===== src/rtl/alu_exec_unit.sv =====
// Execute-stage ALU: single-cycle RV base ops, iterative RV-M multiply/divide (1 bit/cycle).
// Define FAST_MUL_EN to replace the iterative multiplier with a combinational one.
module alu_exec_unit #(
    parameter int XLEN = 32
) (
    input  logic            i_clk,
    input  logic            i_rst,
    input  logic            i_valid,
    output logic            o_ready,
    input  logic [1:0]      i_alu_dec,
    input  logic [2:0]      i_funct3,
    input  logic            i_funct7,
    input  logic            i_mext,
    input  logic            i_opcode5,
    input  logic [XLEN-1:0] i_op_a,
    input  logic [XLEN-1:0] i_op_b,
    output logic [XLEN-1:0] o_result,
    output logic            o_valid
);
    localparam int SHAMT_W = $clog2(XLEN);

`ifdef FAST_MUL_EN
    typedef enum logic [1:0] {S_IDLE = 2'd0, S_DIV = 2'd2, S_DONE = 2'd3} state_t;
`else
    typedef enum logic [1:0] {S_IDLE = 2'd0, S_MUL = 2'd1, S_DIV = 2'd2, S_DONE = 2'd3} state_t;
`endif

    state_t               state_q, state_d;
    logic [SHAMT_W-1:0]   cnt_q, cnt_d;
    logic [XLEN-1:0]      hi_q, hi_d;
    logic [XLEN-1:0]      lo_q, lo_d;
    logic [XLEN-1:0]      opnd_q, opnd_d;
    logic [XLEN-1:0]      opa_q, opa_d;
    logic [2:0]           f3_q, f3_d;
    logic                 negq_q, negq_d;
    logic                 negr_q, negr_d;
    logic                 divz_q, divz_d;
    logic                 base_vld_q, base_vld_d;
    logic [XLEN-1:0]      base_res_q, base_res_d;
    logic [XLEN-1:0]      result_q, result_d;
    logic                 valid_q, valid_d;

    logic                 is_m, m_iter;
    logic                 a_sgn, b_sgn, sa, sb;
    logic [XLEN-1:0]      mag_a, mag_b;
    logic [SHAMT_W-1:0]   shamt;
    logic [XLEN-1:0]      sra_res;
    logic                 slt_bit, sltu_bit;
    logic [XLEN-1:0]      alu_res;
    logic [XLEN:0]        div_shift, div_diff;
    logic                 qbit;
    logic [2*XLEN-1:0]    prod, prod_fix;
    logic [XLEN-1:0]      done_res;

    // Operand signedness: MUL/MULH/MULHSU sign a, MUL/MULH sign b, DIV/REM sign both.
    always_comb begin
        is_m  = (i_alu_dec == 2'b01) && i_mext && i_opcode5;
        a_sgn = i_funct3[2] ? ~i_funct3[0] : (i_funct3[1:0] != 2'b11);
        b_sgn = i_funct3[2] ? ~i_funct3[0] : ~i_funct3[1];
        sa    = a_sgn & i_op_a[XLEN-1];
        sb    = b_sgn & i_op_b[XLEN-1];
        mag_a = sa ? -i_op_a : i_op_a;
        mag_b = sb ? -i_op_b : i_op_b;
`ifdef FAST_MUL_EN
        m_iter = is_m && i_funct3[2];
`else
        m_iter = is_m;
`endif
    end

`ifdef FAST_MUL_EN
    logic [2*XLEN+1:0] fm_a, fm_b, fm_p;
    logic [XLEN-1:0]   fm_res;
    always_comb begin
        fm_a   = {{(XLEN+2){sa}}, i_op_a};
        fm_b   = {{(XLEN+2){sb}}, i_op_b};
        fm_p   = fm_a * fm_b;
        fm_res = (i_funct3[1:0] == 2'b00) ? fm_p[XLEN-1:0] : fm_p[2*XLEN-1:XLEN];
    end
`endif

    always_comb begin
        shamt    = i_op_b[SHAMT_W-1:0];
        sra_res  = $signed(i_op_a) >>> shamt;
        slt_bit  = $signed(i_op_a) < $signed(i_op_b);
        sltu_bit = i_op_a < i_op_b;
        alu_res  = i_op_a + i_op_b;
        if (i_alu_dec == 2'b10) begin
            alu_res = i_op_b;
        end else if (i_alu_dec == 2'b01) begin
            case (i_funct3)
                3'b000: if (i_funct7 && i_opcode5) alu_res = i_op_a - i_op_b;
                3'b001: alu_res = i_op_a << shamt;
                3'b010: alu_res = {{(XLEN-1){1'b0}}, slt_bit};
                3'b011: alu_res = {{(XLEN-1){1'b0}}, sltu_bit};
                3'b100: alu_res = i_op_a ^ i_op_b;
                3'b101: alu_res = i_funct7 ? sra_res : (i_op_a >> shamt);
                3'b110: alu_res = i_op_a | i_op_b;
                default: alu_res = i_op_a & i_op_b;
            endcase
`ifdef FAST_MUL_EN
            if (is_m && !i_funct3[2]) alu_res = fm_res;
`endif
        end
    end

    // Restoring divide step: shift in next dividend bit, subtract divisor if it fits.
    always_comb begin
        div_shift = {hi_q, lo_q[XLEN-1]};
        div_diff  = div_shift - {1'b0, opnd_q};
        qbit      = ~div_diff[XLEN];
    end

    // Sign fix-up at DONE; divide-by-zero bypasses it so REM returns a unchanged.
    always_comb begin
        prod     = {hi_q, lo_q};
        prod_fix = negq_q ? -prod : prod;
        if (f3_q[2]) begin
            if (divz_q)
                done_res = f3_q[1] ? opa_q : '1;
            else if (f3_q[1])
                done_res = negr_q ? -hi_q : hi_q;
            else
                done_res = negq_q ? -lo_q : lo_q;
        end else begin
            done_res = (f3_q[1:0] == 2'b00) ? prod_fix[XLEN-1:0] : prod_fix[2*XLEN-1:XLEN];
        end
    end

`ifndef FAST_MUL_EN
    logic [XLEN:0] mul_sum;
    always_comb mul_sum = {1'b0, hi_q} + (lo_q[0] ? {1'b0, opnd_q} : '0);
`endif

    always_comb begin
        state_d    = state_q;
        cnt_d      = cnt_q;
        hi_d       = hi_q;
        lo_d       = lo_q;
        opnd_d     = opnd_q;
        opa_d      = opa_q;
        f3_d       = f3_q;
        negq_d     = negq_q;
        negr_d     = negr_q;
        divz_d     = divz_q;
        base_vld_d = 1'b0;
        base_res_d = base_res_q;
        result_d   = result_q;
        valid_d    = 1'b0;

        if (base_vld_q) begin
            result_d = base_res_q;
            valid_d  = 1'b1;
        end

        case (state_q)
            S_IDLE: begin
                if (i_valid) begin
                    if (m_iter) begin
                        cnt_d  = '0;
                        hi_d   = '0;
                        lo_d   = i_funct3[2] ? mag_a : mag_b;
                        opnd_d = i_funct3[2] ? mag_b : mag_a;
                        opa_d  = i_op_a;
                        f3_d   = i_funct3;
                        negq_d = sa ^ sb;
                        negr_d = sa;
                        divz_d = (i_op_b == '0);
`ifdef FAST_MUL_EN
                        state_d = S_DIV;
`else
                        state_d = i_funct3[2] ? S_DIV : S_MUL;
`endif
                    end else begin
                        base_vld_d = 1'b1;
                        base_res_d = alu_res;
                    end
                end
            end
`ifndef FAST_MUL_EN
            S_MUL: begin
                hi_d  = mul_sum[XLEN:1];
                lo_d  = {mul_sum[0], lo_q[XLEN-1:1]};
                cnt_d = cnt_q + 1'b1;
                if (cnt_q == SHAMT_W'(XLEN-1)) state_d = S_DONE;
            end
`endif
            S_DIV: begin
                hi_d  = qbit ? div_diff[XLEN-1:0] : div_shift[XLEN-1:0];
                lo_d  = {lo_q[XLEN-2:0], qbit};
                cnt_d = cnt_q + 1'b1;
                if (cnt_q == SHAMT_W'(XLEN-1)) state_d = S_DONE;
            end
            S_DONE: begin
                result_d = done_res;
                valid_d  = 1'b1;
                state_d  = S_IDLE;
            end
            default: state_d = S_IDLE;
        endcase
    end

    always_ff @(posedge i_clk) begin
        if (i_rst) begin
            state_q    <= S_IDLE;
            cnt_q      <= '0;
            hi_q       <= '0;
            lo_q       <= '0;
            opnd_q     <= '0;
            opa_q      <= '0;
            f3_q       <= '0;
            negq_q     <= 1'b0;
            negr_q     <= 1'b0;
            divz_q     <= 1'b0;
            base_vld_q <= 1'b0;
            base_res_q <= '0;
            result_q   <= '0;
            valid_q    <= 1'b0;
        end else begin
            state_q    <= state_d;
            cnt_q      <= cnt_d;
            hi_q       <= hi_d;
            lo_q       <= lo_d;
            opnd_q     <= opnd_d;
            opa_q      <= opa_d;
            f3_q       <= f3_d;
            negq_q     <= negq_d;
            negr_q     <= negr_d;
            divz_q     <= divz_d;
            base_vld_q <= base_vld_d;
            base_res_q <= base_res_d;
            result_q   <= result_d;
            valid_q    <= valid_d;
        end
    end

    assign o_ready  = (state_q == S_IDLE);
    assign o_result = result_q;
    assign o_valid  = valid_q;

endmodule

===== config.mk =====
export PLATFORM = sky130hd
export DESIGN_NAME = alu_exec_unit
export DESIGN_NICKNAME = d
export VERILOG_FILES = /design/src/rtl/alu_exec_unit.sv
export SDC_FILE = /design/constraint.sdc
export NUM_CORES = 2
export LEC_CHECK = 0
export CORE_UTILIZATION = 40
export DETAILED_ROUTE_END_ITERATION = 8
export PLACE_DENSITY = 0.62
export SKIP_CTS_REPAIR_TIMING = 1
export SLEW_MARGIN = 20
export SYNTH_ARGS = -nofsm -noshare
export SYNTH_HDL_FRONTEND = slang
export SYNTH_SLANG_ARGS = --single-unit

===== constraint.sdc =====
create_clock -name i_clk -period 6.5 [get_ports i_clk]
set_input_delay 1.3 -clock i_clk [delete_from_list [all_inputs] [get_ports i_clk]]
set_output_delay 1.3 -clock i_clk [all_outputs]
set_load 0.005 [all_outputs]

==> flow_summary.json <==
{
  "outcome": "complete, no violations",
  "yosysSeqAreaShare_pct": 15.8,
  "min_path_type": "reg2reg",
  "first_global_vias": 27500,
  "n_fill_cell": 6800,
  "highest_layer": "met5",
  "dr_wl_met2_mm": 53.8,
  "wl_met1_mm": 49.6,
  "maxSlewHeadroom_pct": 23.8,
  "cp_data_arrival_time_ns": 5.64,
  "ant_nets": 0,
  "p_per_area_mw_per_mm2": 228,
  "synthCells": 3728,
  "setup_viol": 0,
  "placed_cells": 4471,
  "fin_setup_tns_ns": 0,
  "ys.flop_type": "dfxtp_1",
  "wl_mm": 128,
  "fp.dieArea_mm2": 0.0666,
  "whs_ns": 0.451,
  "grt_pass1_wl_mm": 186,
  "portBuffers": 108,
  "layout_common_cells": "nand2_1 (445), nor2_1 (372), a21oi_1 (358)",
  "dr.pass1.iters": 8,
  "fin_area_mm2": 0.0289,
  "place_congestion": 1.09,
  "ys.warnings.count": 0,
  "vias_per_cell": 6.60,
  "cts.clk_slew.worst_paths_ns": 0.07,
  "fmaxAchievable_ghz": 0.194,
  "critPathRequiredTime_ns": 6.98,
  "wl_per_cell_um": 28.3,
  "synth-seq-cells": 207,
  "p_leak_nw": 11.2,
  "synth-edff-count": 0,
  "clock_path_buffers": 3,
  "initial_core_util_pct": 40.6,
  "syn_area_per_cell_um2": 7.04,
  "coreArea_mm2": 0.0647,
  "min_period_ns": 5.16,
  "finalHoldViolCount": 0,
  "rsz0062_at_grt": "false",
  "dpl-instance-area_mm2": 0.0280,
  "synth_top_cell_area_share_pct": 15.8,
  "ys_async_sr_fraction_pct": 0,
  "grt-ovfl-total": 0,
  "cts-root-buf": "clkbuf_16",
  "period_share_pct": 79.4,
  "critPathMaxStageDelay_ns": 0.64,
  "peakVddDrop_mv": 0.232,
  "synth_cell_type_count": 94,
  "fin_nets": 3895,
  "route.met3.wl_mm": 14.5,
  "die_w_um": 258,
  "synth_nets": 3978,
  "final_common_cell": "nand2_1",
  "fin_cells": 4521,
  "clkLatencyLatePin_ns": 0.59,
  "vias": 29800,
  "worstSetupEndpointType": "flop",
  "r2r_cells": 14,
  "tritoncts": "yes",
  "cp_cell_sequence": "clkdlybuf4s50_1 -> inv_1 -> ha_1 -> or4_1 -> nor3_1 -> a211o_1 -> nand4b_1 -> nand2_1 -> o41ai_2 -> a221oi_1 -> o311ai_1 -> a21oi_1 -> or3b_1",
  "drt_iter0_markers": 4019,
  "crit_path_max_fanout": 9,
  "die_y_um": 258,
  "finClkSkew_ns": 0.0323,
  "maxSlewViolCount": 0,
  "yosys.area.top_type": "dfxtp_1",
  "cp_slowest_cell": "clkdlybuf4s50_1",
  "synthesis.area_mm2": 0.0262,
  "critPathKind": "in2reg",
  "grt_max_degree": 67,
  "ios": 109,
  "grt_util_all_layers_pct": 36.9,
  "worst_slew_pin_slew_ns": 1.14,
  "antenna_found_initial": 2,
  "whs_path_depth": 2,
  "drive_gt1_share_pct": 7.51,
  "dpl.hpwl_mm": 98.0,
  "cts_made_buffers": 27,
  "area_growth_pct": 10.1,
  "worstSetupStartpointType": "input pin",
  "drc": 0,
  "rows": 93,
  "cap_violations": 0,
  "path_buf_inv": 2,
  "cp_num_cells": 13,
  "h-tree-depth": 1,
  "synth_area_leaders": "dfxtp_1 (16%), ha_1 (8.2%), a21oi_1 (6.8%)",
  "cts_sinks": 207,
  "crit_family": "simple AND/OR/NAND/NOR gates"
}
## layer usage
| layer | vias to the layer above | GRT usage (%) |
|---|---|---|
| met1 | 14100 | 46.8 |
| met5 | - | 0 |
| li1 | 13400 | - |
| met4 | 2 | 24.3 |
| met3 | 427 | 8.34 |
| met2 | 1984 | 56.1 |
## cells by family after synthesis
logic type / count (synthesis) / synth area share (%)
muxes: 189 / 9.21
DFF: 207 / 15.8
and+or+nand+nor: 1174 / 20.0
adders and majority gates: 175 / 8.46
xor gates and xnor gates: 255 / 8.51
buffers and inverters: 476 / 6.92
AOI/OAI and AO/OA: 1252 / 31.1
## per-stage QoR
step | utilization, % | setup WS, ns | total power, W
floorplan | - | 1.77 | 0.00375
global placement | 43.2 | 0.935 | 0.00488
detailed placement | 43.2 | 0.876 | 0.00487
CTS | 44.6 | 1.49 | 0.00645
global route | 44.7 | 1.15 | 0.00682
finish | 44.7 | 1.34 | 0.00657
## area by class of cell
cell class,instances,area (um2),share of cell area [%]
Clock buffer,34,742,2.57
Multi-Input combinational cell,3045,20300,70.4
Antenna cell,2,5.00,0.0173
Inverter,157,589,2.04
Sequential cell,207,4150,14.4
Tap cell,855,1070,3.70
Clock inverter,14,166,0.576
Timing Repair Buffer,207,1830,6.32
## Yosys cell counts (all sizes together) (26+ instances only)
master / count
nand2: 445
nor2: 379
a21oi: 359
clkbuf: 266
o21ai: 254
dfxtp: 207
xnor2: 174
ha: 171
inv: 152
mux2i: 128
a211oi: 83
xor2: 81
nor3: 75
o211ai: 67
a21o: 54
buf: 53
nand3: 49
o31ai: 46
a22oi: 45
a31oi: 45
mux4: 40
o221ai: 40
a221oi: 35
o22ai: 33
nor2b: 30
nand2b: 29
o21bai: 29
a311oi: 26
## state kept, by name (all words and copies together), names as in the netlist, 2 cells and up
register    cells
base_res_q     32
hi_q           32
cnt_q           5
opa_q          32
opnd_q         32
o_result       32
lo_q           32
f3_q            3
state_q         2
## path summary, 6_finish.rpt
kind / start / slack [ns] / end
max: i_op_b[13] / 1.34 / base_res_q[29]$_SDFFE_PP0P_
min: opnd_q[20]$_SDFFE_PP0P_ / 0.45 / opnd_q[20]$_SDFFE_PP0P_
max reg2reg: lo_q[31]$_SDFFE_PP0P_ / 2.36 / lo_q[0]$_SDFFE_PP0P_
min reg2reg: opnd_q[20]$_SDFFE_PP0P_ / 0.45 / opnd_q[20]$_SDFFE_PP0P_
## worst min-delay path, delay by kind of cell, from the launching register on
family / cells / cell delay [ns]
simple gates: 1 / 0.05
compound gates: 1 / 0.05
flops: 1 / 0.31
## power by group
group | internal, W | leakage (nW) | switching (W) | total [W]
Combinational | 0.00113 | 9.05 | 0.00213 | 0.00325
Sequential | 0.00144 | 1.68 | 0.000296 | 0.00174
Clock | 0.000927 | 0.449 | 0.000656 | 0.00158
(Power assumes the default switching activity.)
